## config.mk

```make
export PLATFORM = sky130hd
export DESIGN_NAME = scoreboard_counter
export DESIGN_NICKNAME = d
export VERILOG_FILES = /design/src/rtl/scoreboard_counter.sv
export SDC_FILE = /design/constraint.sdc
export NUM_CORES = 1
export LEC_CHECK = 0
export CAP_MARGIN = 20
export CORE_UTILIZATION = 55
export DETAILED_ROUTE_END_ITERATION = 8
export PLACE_DENSITY = 0.88
export REMOVE_ABC_BUFFERS = 1
export SYNTH_ARGS = -nofsm -noshare
export SYNTH_HDL_FRONTEND = slang
export SYNTH_SLANG_ARGS = --single-unit
```

## constraint.sdc

```tcl
create_clock -name clk_i -period 3.3 [get_ports clk_i]
set_clock_uncertainty 0.05 [all_clocks]
set_input_delay 0.99 -clock clk_i [delete_from_list [all_inputs] [get_ports clk_i]]
set_output_delay 0.99 -clock clk_i [all_outputs]
set_load 0.05 [all_outputs]
```

## src/rtl/scoreboard_counter.sv

```systemverilog
// scoreboard_counter: multi-channel bounded up/down score counter.
// Each channel synchronises its asynchronous up/down button levels, turns
// every rising edge into a single request pulse and keeps a count in
// [0, MAX_VAL], either saturating or wrapping at the limits. The status
// flags and the change pulse are registered alongside the count.
module scoreboard_counter #(
    parameter int BW       = 7,
    parameter int MAX_VAL  = 99,
    parameter int CHANNELS = 2,
    parameter bit WRAP     = 1'b0
) (
    input  logic                   clk_i,
    input  logic                   rst_i,
    input  logic [CHANNELS-1:0]    up_i,
    input  logic [CHANNELS-1:0]    down_i,
    input  logic                   clr_i,
    input  logic                   en_i,
    output logic [CHANNELS*BW-1:0] cnt_o,
    output logic [CHANNELS-1:0]    at_max_o,
    output logic [CHANNELS-1:0]    at_zero_o,
    output logic [CHANNELS-1:0]    changed_o
);

    // Refuse to elaborate with a limit that does not fit the count width
    // or with an unsupported number of channels.
    generate
        if (MAX_VAL < 0 || (MAX_VAL >> BW) != 0) begin : g_bad_max_val
            $error("scoreboard_counter: MAX_VAL must be below 2**BW");
        end
        if (CHANNELS < 1 || CHANNELS > 8) begin : g_bad_channels
            $error("scoreboard_counter: CHANNELS must be in 1..8");
        end
    endgenerate

    localparam logic [BW-1:0] MAX_C  = BW'(MAX_VAL);
    localparam logic [BW-1:0] ZERO_C = {BW{1'b0}};
    localparam logic [BW-1:0] ONE_C  = {{(BW-1){1'b0}}, 1'b1};

    // Synchroniser (s1, s2) and edge-history (h) stages per direction.
    logic [CHANNELS-1:0] up_s1_d, up_s1_q, up_s2_d, up_s2_q, up_h_d, up_h_q;
    logic [CHANNELS-1:0] dn_s1_d, dn_s1_q, dn_s2_d, dn_s2_q, dn_h_d, dn_h_q;
    logic [CHANNELS-1:0] up_pulse_s, dn_pulse_s;

    logic [BW-1:0]       cnt_d [CHANNELS];
    logic [BW-1:0]       cnt_q [CHANNELS];
    logic [CHANNELS-1:0] at_max_d, at_max_q;
    logic [CHANNELS-1:0] at_zero_d, at_zero_q;
    logic [CHANNELS-1:0] changed_d, changed_q;

    // Next state of the synchroniser pipeline; it runs independently of
    // clear and enable so a held button never counts after release of those.
    always_comb begin
        up_s1_d    = up_i;
        up_s2_d    = up_s1_q;
        up_h_d     = up_s2_q;
        dn_s1_d    = down_i;
        dn_s2_d    = dn_s1_q;
        dn_h_d     = dn_s2_q;
        up_pulse_s = up_s2_q & ~up_h_q;
        dn_pulse_s = dn_s2_q & ~dn_h_q;
    end

    // Per-channel count update in priority order: clear, enable, cancel,
    // up, down. Limits are tested before the arithmetic so the stored
    // value never exceeds MAX_VAL.
    always_comb begin
        for (int c = 0; c < CHANNELS; c++) begin
            cnt_d[c] = cnt_q[c];
            if (clr_i) begin
                cnt_d[c] = ZERO_C;
            end else if (!en_i) begin
                cnt_d[c] = cnt_q[c];
            end else if (up_pulse_s[c] && dn_pulse_s[c]) begin
                cnt_d[c] = cnt_q[c];
            end else if (up_pulse_s[c]) begin
                if (cnt_q[c] < MAX_C) begin
                    cnt_d[c] = cnt_q[c] + ONE_C;
                end else if (WRAP) begin
                    cnt_d[c] = ZERO_C;
                end else begin
                    cnt_d[c] = cnt_q[c];
                end
            end else if (dn_pulse_s[c]) begin
                if (cnt_q[c] != ZERO_C) begin
                    cnt_d[c] = cnt_q[c] - ONE_C;
                end else if (WRAP) begin
                    cnt_d[c] = MAX_C;
                end else begin
                    cnt_d[c] = cnt_q[c];
                end
            end else begin
                cnt_d[c] = cnt_q[c];
            end
        end
    end

    // Status flags are derived from the next count so they register in the
    // same edge as the count itself and always describe the stored value.
    always_comb begin
        at_max_d  = {CHANNELS{1'b0}};
        at_zero_d = {CHANNELS{1'b0}};
        changed_d = {CHANNELS{1'b0}};
        for (int c = 0; c < CHANNELS; c++) begin
            at_max_d[c]  = (cnt_d[c] == MAX_C);
            at_zero_d[c] = (cnt_d[c] == ZERO_C);
            changed_d[c] = (cnt_d[c] != cnt_q[c]);
        end
    end

    // State registers; reset clears everything and flags the counts as zero.
    always_ff @(posedge clk_i or negedge rst_i) begin
        if (!rst_i) begin
            up_s1_q   <= {CHANNELS{1'b0}};
            up_s2_q   <= {CHANNELS{1'b0}};
            up_h_q    <= {CHANNELS{1'b0}};
            dn_s1_q   <= {CHANNELS{1'b0}};
            dn_s2_q   <= {CHANNELS{1'b0}};
            dn_h_q    <= {CHANNELS{1'b0}};
            for (int c = 0; c < CHANNELS; c++) begin
                cnt_q[c] <= ZERO_C;
            end
            at_max_q  <= {CHANNELS{1'b0}};
            at_zero_q <= {CHANNELS{1'b1}};
            changed_q <= {CHANNELS{1'b0}};
        end else begin
            up_s1_q   <= up_s1_d;
            up_s2_q   <= up_s2_d;
            up_h_q    <= up_h_d;
            dn_s1_q   <= dn_s1_d;
            dn_s2_q   <= dn_s2_d;
            dn_h_q    <= dn_h_d;
            for (int c = 0; c < CHANNELS; c++) begin
                cnt_q[c] <= cnt_d[c];
            end
            at_max_q  <= at_max_d;
            at_zero_q <= at_zero_d;
            changed_q <= changed_d;
        end
    end

    // Pack the per-channel counts onto the flat output bus.
    always_comb begin
        cnt_o = {(CHANNELS*BW){1'b0}};
        for (int c = 0; c < CHANNELS; c++) begin
            cnt_o[c*BW +: BW] = cnt_q[c];
        end
    end

    assign at_max_o  = at_max_q;
    assign at_zero_o = at_zero_q;
    assign changed_o = changed_q;

endmodule

```

# == Yosys cells after proc, flatten, opt, wreduce, memory -nomap -nowiden ==
# Index checks and enable logic that the tools add are counted.
# totals
inputBits,8
regBits,32
out_inout_bits,20
word_cells,45
# classes
muxes,14
bitwise,4
n_addsub,4
n_reduce_logical,6
n_lt_le_gt_ge,2
n_eq_ne,4
# ops
cell,count
$mux W7,14
$add A7 B1 Y7 const B,2
$eq A7 B7 Y1 const B,2
$logic_not A7 Y1,2
$lt A7 B7 Y1 const B,2
$ne A7 B7 Y1,2
$reduce_bool A7 Y1,2
$sub A7 B1 Y7 const B,2
$and A2 B2 Y2,2
$not A2 Y2,2
$logic_and A1 B1 Y1,2

# == Longest topological paths before layout ==
# Gate-level depths: netlist (run 1).
# logic_depth
ltp_word,8
mapped_depth,8
ltp_nobuf,8

# == Worst setup path before layout (run 1) ==
# OpenSTA, ideal clock, no wires.
# synth_timing
path_kind,reg2reg
from,register cnt_q (netlist bit cnt_o[7])
to,"register at_zero_q[1], in the netlist at_zero_o[1]"
arrival_time_ps,2584
path_stages_with_launch,9
n_path_buf,0
setup_ps,90
setup_slack_ps,576
synth_period_minus_slack_ps,2724
required_ps,3160
path_cell_list,dfrtp_1 > inv_1 > ha_1 > or3b_1 > or3_4 > a221o_1 > a32oi_1 > o311ai_1 > nor4_2
# synth_via
elab_chain_len,8
word_cells_on_any_way,12
cone_classes,add/sub (2); order compare (1); mux (7); reduce/logical (2)
# synth_lines
element,line_no,rtl
from (decl),45,logic [BW-1:0] cnt_q [CHANNELS];
"from (signal, indexed assignment)",133,cnt_q[c] <= cnt_d[c];
$sub A7 B1 Y7 or $reduce_bool A7 Y1 (tied branches),"85, 84",
$mux W7,84,if (cnt_q[c] != ZERO_C) begin
$mux W7,83,end else if (dn_pulse_s[c]) begin
$mux W7,75,end else if (up_pulse_s[c]) begin
$mux W7,73,end else if (up_pulse_s[c] && dn_pulse_s[c]) begin
$mux W7 (*),71,end else if (!en_i) begin
$mux W7 (*),69,if (clr_i) begin
$logic_not A7 Y1 (*),105,at_zero_d[c] = (cnt_d[c] == ZERO_C);
net at_zero_d[1],47,"logic [CHANNELS-1:0] at_zero_d, at_zero_q;"
to (signal assigned),123,at_zero_q <= {CHANNELS{1'b1}};
to (signal assigned),136,at_zero_q <= at_zero_d;
to (decl),47,
# The timed path passes the listed nets; every way through them passes the cells marked *.

# == Final worst setup path (run 1) ==
# layout_timing
from,input en_i
to,"register at_max_q[0], in the netlist at_max_o[0]"
# layout_via
elab_chain_len,3
# layout_lines
element,line_no,rtl
from (decl),17,"input logic en_i,"
$mux W7,71,
$mux W7,69,
$eq A7 B7 Y1,104,at_max_d[c] = (cnt_d[c] == MAX_C);
net at_max_d[0],46,"logic [CHANNELS-1:0] at_max_d, at_max_q;"
to (signal assigned),122,at_max_q <= {CHANNELS{1'b0}};
to (signal assigned),135,at_max_q <= at_max_d;
to (decl),46,
# The timed path passes the listed nets, and every way through them passes these cells.

==> metrics, run 1 <==
status=complete, no violations; nets=280; via/cell ratio=~6.3; Final Hold Vio Count=0; Top Ports=28; Crit. End Element=register; met2 wire len=2.244 mm; YS warnings=0; GR Overflow Total=0; vias in the first global route=1745; Worst R2R Setup Slack=0.46 ns; postcts setup bufs=0; P_leak=roughly 1 nW; Worst-Skew Late Latency=0.28 ns; f_max=roughly 340 MHz; Worst R2R Path Depth=8; crit path cell chain=clkdlybuf4s50_1, buf_4, nand3_1, o311a_1, nor3_1, a21oi_1, nor4b_1; Crit-path slowest cell=clkdlybuf4s50_1; initial DRC count=306; Hold Path Class=reg2reg; DR vias=around 2000; Synth-to-Final Area Change=23.44%; Top FF cell, synth=dfrtp_1; Final setup viols=0; std cell rows=21; initial core utilization=0.5892; setup ws final=between 0.3 and 0.4 ns; most instantiated library cell after synthesis=dfrtp_1; pwr/cell area=between 400 and 500 nW/um2; fin crit share=0.8867; buffers plus inverters on the worst setup path=2; DIE AREA=a little under 4000 um2; largest net degree at the start of global routing=33; IO Port Bufs=27; FF-to-FF Start=cnt_o[7]$_DFF_PN0_; clk slew on worst S/H paths=roughly 0.07 ns; Distinct cells, synth=55; post-synth top area cell=dfrtp_1; root buf cell=clkbuf_8; max incr delay on CP=about 0.61 ns; syn_area_per_cell=a little under 9 um2; Die W=roughly 63 um; Worst Hold Launch=up_s1_q[0]$_DFF_PN0_; layout cells sized above 1=0.1124; WL final=about 5.2 mm; Worst Max-Slew Pin Slew=approximately 0.76 ns; number of gates resized after CTS=0; Max VDD drop=roughly 0.00038 V; area share of the largest cell type after synthesis=0.3701; CTS Hold Bufs=0; #FFs+latches synth=32; max-slew violations=0; Crit Path Category=in2reg; Async S/R FF share, synth=1.000; first-pass iteration count of the detailed router=4; Max Cap Viol=0; CP delay by family, top=buffers and inverters; Die H=about 63 um; Crit path required time=3.41 ns; antenna violations before repair=0; Cells after Synth=around 230; Place WS=about 0.11 ns; first-pass GRT wire length=roughly 8.4 mm; crit path time final=slightly below 3 ns; Post-DRT Antenna Nets=0; mapped cell area=about 2000 um2; # DRC=0; Seq/Total Area, Yosys=0.3961; critical path arrival=~3.0 ns; Detailed Place HPWL=3.817 mm; hold depth=0; H-tree depth=2; unrepaired setup endpoints after global routing=no; met1 WL=2.303 mm; Slew Limit Headroom=0.4947; hold endpoint=up_h_d[0]$_DFF_PN0_; routability cong.=1.073; Crit Reg-Reg Endpoint=at_zero_o[1]$_DFF_PN1_; area of the core=about 3400 um2; highest metal used=met4; setup tns final=0 ns; CTS Sinks=32; TritonCTS clock tree=yes; Num CTS Buffers=5; clock buffer depth=2; EDFF count, synth=0; Tot GR Track Use=0.2816; Worst Path Max Fanout=7; Wirelength per Cell=16.48 um; DR WL met3=583 um; antenna diode count=0; top cells by area in the synthesized netlist=dfrtp_1, a21oi_1, nor3_1; Setup crit start kind=primary input; leading cell types by count after synthesis=dfrtp_1, nand2_1, a21oi_1, nor3_1, nor2_1
layer usage:
metal  track usage  vias to the layer above
met1        0.4161                      912
li1              -                      943
met2        0.3927                      114
met4       0.09884                        0
met5             0                        -
met3       0.07664                        4
layout by cell type, fill, tap and decap left out, types with 4 or more instances in the layout:
master and instances:
nor2b_1 6, clkdlybuf4s50_1 27, a21oi_1 17, nor2_1 14, nor4_1 9, buf_4 13, ha_1 6, inv_1 12
o21ai_0 7, nand3_1 10, clkbuf_8 5, dfrtp_1 30, nor3_1 16, o211ai_1 4, nand2_1 20, nand2b_1 6
where the power goes:
part / internal, W / leakage (nW) / total [W] / switching [W]
registers: 0.000425 / 0.405 / 0.000459 / 0.0000341
logic: 0.000121 / 0.568 / 0.000326 / 0.000205
clock network: 0.000223 / 0.0541 / 0.000368 / 0.000145
total: 0.000769 / 1.03 / 0.00115 / 0.000383
flip-flops by register name, indices dropped and copies added (netlist names):
| signal | flops |
|---|---|
| dn_h_d | 2 |
| at_zero_o | 2 |
| up_s1_q | 2 |
| cnt_o | 14 |
| changed_o | 2 |
| at_max_o | 2 |
| dn_h_q | 2 |
| dn_s1_q | 2 |
| up_h_q | 2 |
| up_h_d | 2 |
cell type report:
| class | instances | area [um2] |
|---|---|---|
| Multi-Input combinational cell | 175 | 1119 |
| Fill cell | 270 | 938.4 |
| Sequential cell | 32 | 803.3 |
| Timing Repair Buffer | 40 | 367.9 |
| Clock buffer | 5 | 68.82 |
| Tap cell | 46 | 57.56 |
| Inverter | 12 | 45.04 |
| Clock inverter | 3 | 42.54 |
cells by family (layout without fill, tap and decap cells):
logic type / Yosys count / after routing / synth area share
buffers and inverters: 26 / 60 / 0.05243
muxes: 5 / 5 / 0.02591
adders and majority gates: 6 / 6 / 0.03701
DFF: 32 / 32 / 0.3961
and+or+nand+nor: 101 / 101 / 0.2653
AOI/OAI and AO/OA: 62 / 62 / 0.2190
xor gates and xnor gates: 1 / 1 / 0.004319
how the worst max path moves through the flow:
stage | from | end | slack (ns) | cells after the start
final | en_i | at_max_o[0]$_DFF_PN0_ | 0.37 | 7
after global placement | en_i | at_zero_o[0]$_DFF_PN1_ | 0.29 | 7
after CTS | en_i | at_max_o[0]$_DFF_PN0_ | 0.45 | 7
after detailed placement | en_i | at_max_o[0]$_DFF_PN0_ | 0.11 | 7
after floorplan | cnt_o[7]$_DFF_PN0_ | at_zero_o[1]$_DFF_PN1_ | 0.57 | 8
after global routing | en_i | at_zero_o[0]$_DFF_PN1_ | 0.30 | 7
metrics by stage:
stage	power (W)	instances	area (um2)	utilization	hold WS [ns]
4_1_cts	0.001159	313	2504	0.7274	0.3025
2_1_floorplan	0.0006705	219	1967	-	0.2812
5_1_grt	0.001209	313	2504	0.7274	0.3182
3_5_place_dp	0.0007873	305	2392	0.6950	0.2910
6_report	0.001153	313	2504	0.7274	0.2981
3_3_place_gp	0.0007849	305	2392	0.6950	0.2822
(Power assumes the default switching activity.)
==> run 2: changes to the inputs <==
--- a/config.mk
+++ b/config.mk
@@ -6,10 +6,12 @@
 export NUM_CORES = 1
 export LEC_CHECK = 0
 export CAP_MARGIN = 20
-export CORE_UTILIZATION = 55
+export CORE_UTILIZATION = 44
 export DETAILED_ROUTE_END_ITERATION = 8
-export PLACE_DENSITY = 0.88
+export PLACE_DENSITY = 0.74
 export REMOVE_ABC_BUFFERS = 1
+export SETUP_SLACK_MARGIN = 0.2
+export SLEW_MARGIN = 10
 export SYNTH_ARGS = -nofsm -noshare
 export SYNTH_HDL_FRONTEND = slang
 export SYNTH_SLANG_ARGS = --single-unit
==> metrics, run 2 (synthesized netlist as in run 1, its figures left out) <==
first-pass iteration count of the detailed router=4 (unchanged); hold depth=0 (unchanged); DIE AREA=4885 um2 (+24%); Inst Count DP=308 (+0.98%); Final setup viols=0 (unchanged); Setup crit start kind=register; TritonCTS clock tree=yes; Max Cap Viol=0 (unchanged); first-pass GRT wire length=8.687 mm (+2.9%); CTS Hold Bufs=0 (unchanged); f_max=363.3 MHz (+6.3%); max reg flops=14 (unchanged); max incr delay on CP=0.87 ns (+0.26 ns); met3 usage=0.05628 (-0.02037); vias in the first global route=1789 (+2.5%); P_leak=1.024 nW (-0.35%); critical path depth=1 (-6); Final Hold Vio Count=0 (unchanged); Crit-path slowest cell=clkdlybuf4s50_1; GR peak layer=met1; Crit Path Category=reg2out; CP delay by family, top=buffers and inverters; DR vias=1948 (-1.3%); crit path cell chain=clkdlybuf4s50_1; Post-DRT Antenna Nets=0 (unchanged); GR Overflow Total=0 (unchanged); M2 GR Usage=0.3194 (-0.07322); crit path time final=2.753 ns (-0.1734 ns); Place WS=0.1363 ns (+0.02384 ns); total power draw=0.001150 W (-0.27%); Slew Limit Headroom=0.5435 (+0.04876); pwr/cell area=462.2 nW/um2 (+0.38%); via/cell ratio=6.165 (-2.2%); Num CTS Buffers=5 (unchanged); postcts setup bufs=0 (unchanged); status=complete, no violations; area of the core=4384 um2 (+27%); Worst Max-Slew Pin Slew=0.6834 ns (-0.07300 ns); setup ws final=0.5472 ns (+0.1734 ns); FILL cells=397 (+47%); most used cells in the layout excluding fill and tap cells=dfrtp_1, clkdlybuf4s50_1, nand2_1; Hold Path Class=reg2reg; number of gates resized after CTS=0 (unchanged); # DRC=0 (unchanged); critical path arrival=1.71 ns (-1.32 ns); layout cells sized above 1=0.09848 (-0.01387); Crit path required time=2.26 ns (-1.15 ns); Tot GR Track Use=0.2218 (-0.05977); H-tree depth=2 (unchanged); nets=277 (-1.1%); routability cong.=0.9325 (-13%); largest net degree at the start of global routing=33 (unchanged); setup tns final=0 ns (unchanged); std cell rows=24 (+14%); Die W=69.90 um (+11%); fin area=2487 um2 (-0.65%); Detailed Place HPWL=3.848 mm (+0.80%); Worst R2R Path Depth=8 (unchanged); buffers plus inverters on the worst setup path=1 (-1); antenna violations before repair=0 (unchanged); commonest non-fill, non-tap cell in the layout=dfrtp_1; Die H=69.90 um (+11%); antenna diode count=0 (unchanged); Synth-to-Final Area Change=22.64%; IO Port Bufs=27 (unchanged); max-slew violations=0 (unchanged); root buf cell=clkbuf_8; Crit. End Element=output pin; initial DRC count=272 (-11%); clock buffer depth=2 (unchanged); fin crit share=0.8342 (-0.05256); Top Ports=28 (unchanged); CTS Sinks=32 (unchanged); initial core utilization=0.4626 (-0.1266); unrepaired setup endpoints after global routing=no; Worst Path Max Fanout=12 (+5); Worst-Skew Late Latency=0.27 ns (about the same); clk slew on worst S/H paths=0.07 ns (about the same); Max VDD drop=0.0003588 V (-4.5%); Wirelength per Cell=16.22 um (-1.6%); Post-Layout Cell Count=316 (+0.96%); Worst R2R Setup Slack=0.58 ns (+0.12 ns); WL final=5.124 mm (-0.64%); met1 usage=0.3396 (-0.07652); dpl cell area=2377 um2 (-0.63%)
run 2: worst register-to-register path, cell delays in order (launching register included):
cell	delay [ns]
dfrtp_1	0.47
inv_1	0.14
ha_1	0.17
or3b_1	0.44
or3_4	0.38
a221o_1	0.34
a32oi_1	0.23
o311ai_1	0.18
nor4_2	0.24
run 2: final cells by class:
type                       instances  area (um2)  area share
sequential                        32       803.3      0.3229
clock inverter                     2       35.03     0.01408
timing repair buffer              37       347.8      0.1398
multi-input combinational        175        1119      0.4497
clock buffer                       6       72.57     0.02917
tap                               52       65.06     0.02616
inverter                          12       45.04     0.01811
run 2: worst paths after layout:
path	start	end
max	cnt_o[9]$_DFF_PN0_	cnt_o[9]
min	up_s1_q[0]$_DFF_PN0_	up_h_d[0]$_DFF_PN0_
max reg2reg	cnt_o[7]$_DFF_PN0_	at_zero_o[1]$_DFF_PN1_
min reg2reg	up_s1_q[0]$_DFF_PN0_	up_h_d[0]$_DFF_PN0_
max in group asynchronous	rst_i	at_zero_o[0]$_DFF_PN1_
min in group asynchronous	rst_i	cnt_o[9]$_DFF_PN0_
run 2: metrics by stage:
step	utilization	hold WS, ns
after floorplan	-	0.2812
final	0.5674	0.2906
after CTS	0.5668	0.3012
after global routing	0.5674	0.2992
after global placement	0.5422	0.2838
after detailed placement	0.5422	0.2858
run 2: routing by layer:
layer	part of all wire	wire, um	vias up
met2	0.44	2270	69
met1	0.48	2455	944
met4	0.0092	47	0
met3	0.068	350	6
met5	0	0	-
li1	-	-	929
run 2: where the power goes:
group          total [W]  internal [W]  switching, W
Sequential      0.000458      0.000425     0.0000332
Clock           0.000366      0.000224      0.000142
Combinational   0.000326      0.000120      0.000206
Total            0.00115      0.000769      0.000381
==> run 3: changes to the inputs <==
==> constraint.sdc (replaced) <==
create_clock -name clk_i -period 2.7 [get_ports clk_i]
set_clock_uncertainty 0.05 [all_clocks]
set_input_delay 0.81 -clock clk_i [delete_from_list [all_inputs] [get_ports clk_i]]
set_output_delay 0.81 -clock clk_i [all_outputs]
set_load 0.05 [all_outputs]
==> metrics, run 3 (synthesized netlist as in run 1, its figures left out) <==
status=complete, no violations; GR Overflow Total=0 (unchanged); FF-to-FF Start=cnt_o[7]$_DFF_PN0_; clk slew on worst S/H paths=0.07 ns (about the same); pwr/cell area=506.9 nW/um2 (+9.7%); Crit. End Element=register; unrepaired setup endpoints after global routing=yes; Tot GR Track Use=0.2465 (+0.02468); routability cong.=1.007 (+8.0%); nets=300 (+8.3%); DR vias=2087 (+7.1%); CTS Hold Bufs=0 (unchanged); antenna violations before repair=0 (unchanged); Synth-to-Final Area Change=36.58%; Post-Layout Cell Count=339 (+7.3%); Worst-Skew Late Latency=0.29 ns (+0.02 ns); Final setup viols=0 (unchanged); Detailed Place HPWL=4.055 mm (+5.4%); Worst Path Max Fanout=3 (-9); via/cell ratio=6.156 (-0.13%); Max Cap Viol=0 (unchanged); Die H=69.90 um (unchanged); Slew Limit Headroom=0.6610 (+0.1175); most used cells in the layout excluding fill and tap cells=buf_4, dfrtp_1, nand2_1; FILL cells=359 (-9.6%); Setup crit start kind=register; crit path cell chain=inv_2, ha_4, or3b_4, or3_4, o32ai_1, nor4_1, buf_4, or3_1, nor4_2; critical path arrival=2.79 ns (+1.08 ns); initial DRC count=232 (-15%); clock buffer depth=2 (unchanged); hold depth=0 (unchanged); first-pass iteration count of the detailed router=6 (+2); antenna diode count=0 (unchanged); hold endpoint=up_h_d[0]$_DFF_PN0_; Worst Hold Launch=up_s1_q[0]$_DFF_PN0_; Crit path required time=2.85 ns (+0.59 ns); P_leak=1.271 nW (+24%); WL final=6.017 mm (+17%); crit path time final=about 2.6 ns; TritonCTS clock tree=yes; Crit Reg-Reg Endpoint=at_zero_o[1]$_DFF_PN1_; max incr delay on CP=0.40 ns (-0.47 ns); Crit Path Category=reg2reg; dpl cell area=2520 um2 (+6.0%); max-slew violations=0 (unchanged); DIE AREA=4885 um2 (unchanged); root buf cell=clkbuf_8; Worst R2R Path Depth=9 (+1); layout cells sized above 1=0.2300 (+0.1315); largest net degree at the start of global routing=33 (unchanged); std cell rows=24 (unchanged); max reg flops=14 (unchanged); # DRC=0 (unchanged); vias in the first global route=1914 (+7.0%); Crit-path slowest cell=dfrtp_1; Top Ports=28 (unchanged); IO Port Bufs=27 (unchanged); f_max=approximately 380 MHz; commonest non-fill, non-tap cell in the layout=buf_4; fin area=2770 um2 (+11%); Die W=69.90 um (unchanged); CTS Sinks=32 (unchanged); Worst Max-Slew Pin Slew=0.5075 ns (-0.1759 ns); initial core utilization=0.4626 (unchanged); Inst Count DP=327 (+6.2%); Hold WS=0.3013 ns (+0.01069 ns); Post-DRT Antenna Nets=0 (unchanged); Wirelength per Cell=17.75 um (+9.5%); fin crit share=0.9798; area of the core=4384 um2 (unchanged); Num CTS Buffers=5 (unchanged); first-pass GRT wire length=9.446 mm (+8.7%); H-tree depth=2 (unchanged); Critical Path Start=cnt_o[7]$_DFF_PN0_; total power draw=0.001404 W (+22%); Max VDD drop=0.0003551 V (-1.0%); Worst R2R Setup Slack=0.05 ns (-0.53 ns); Final Hold Vio Count=0 (unchanged); Hold Path Class=reg2reg
-- run 3: cell count changes in the layout (fill, tap and decap cells not counted), sizes merged --
| cell | before | now |
|---|---|---|
| buf | 10 | 33 |
| clkdlybuf4s50 | 26 | 13 |
| dlymetal6s2s | 1 | 8 |
| dlygate4sd2 | 0 | 6 |
| bufinv | 1 | 0 |
| clkinvlp | 0 | 1 |
-- run 3: final cells by class --
cell class,instances,area [um2],area share
sequential,32,805.8,0.2909
clock inverter,2,16.27,0.005872
multi-input combinational,175,1231,0.4444
clock buffer,6,72.57,0.02620
inverter,12,45.04,0.01626
timing repair buffer,60,534.3,0.1929
tap,52,65.06,0.02349
-- run 3: power by group --
group	internal [W]	switching, W
combinational	0.000188	0.000293
sequential	0.000520	0.0000290
clock	0.000183	0.000192
-- run 3: layer usage --
layer / up-vias / GRT usage / share of wire
met1: 979 / 0.3489 / 0.45
met5: - / 0 / 0
li1: 977 / - / -
met3: 16 / 0.05916 / 0.085
met2: 115 / 0.3643 / 0.45
met4: 0 / 0.09556 / 0.016
-- run 3: worst max-delay path by stage --
stage | to | slack [ns] | cells after the start
2_1_floorplan | at_zero_o[1]$_DFF_PN1_ | -0.03 | 8
3_3_place_gp | at_max_o[0]$_DFF_PN0_ | -0.05 | 7
3_5_place_dp | at_max_o[0]$_DFF_PN0_ | -0.07 | 5
4_1_cts | at_zero_o[1]$_DFF_PN1_ | 0.13 | 9
5_1_grt | at_zero_o[1]$_DFF_PN1_ | -0.01 | 9
6_report | at_zero_o[1]$_DFF_PN1_ | 0.05 | 9
-- run 3: through the flow --
step           setup WS, ns    util  TNS [ns]
5_1_grt            -0.01155  0.6318  -0.01155
6_report            0.05460  0.6318         0
3_5_place_dp       -0.06566  0.5748   -0.1237
2_1_floorplan      -0.02678       -  -0.02678
4_1_cts              0.1254  0.6082         0
3_3_place_gp       -0.05116  0.5748   -0.1151
-- run 3: worst max-delay path, delay by kind of cell (launching register included) --
kind / cells / cell delay (ns)
adders and majority gates: 1 / 0.13
DFF: 1 / 0.40
and+or+nand+nor: 5 / 1.55
AOI/OAI and AO/OA: 1 / 0.16
buffers and inverters: 2 / 0.25
-- run 3: what timing repair did --
| item | 4_1_cts | 5_1_grt |
|---|---|---|
| endpoints found under the setup margin | 9 | 12 |
| gates resized for setup | 16 | 23 |
| endpoints found under the hold margin | 0 | 0 |
| pin swaps | 3 | 4 |
| setup buffers | 1 | 3 |
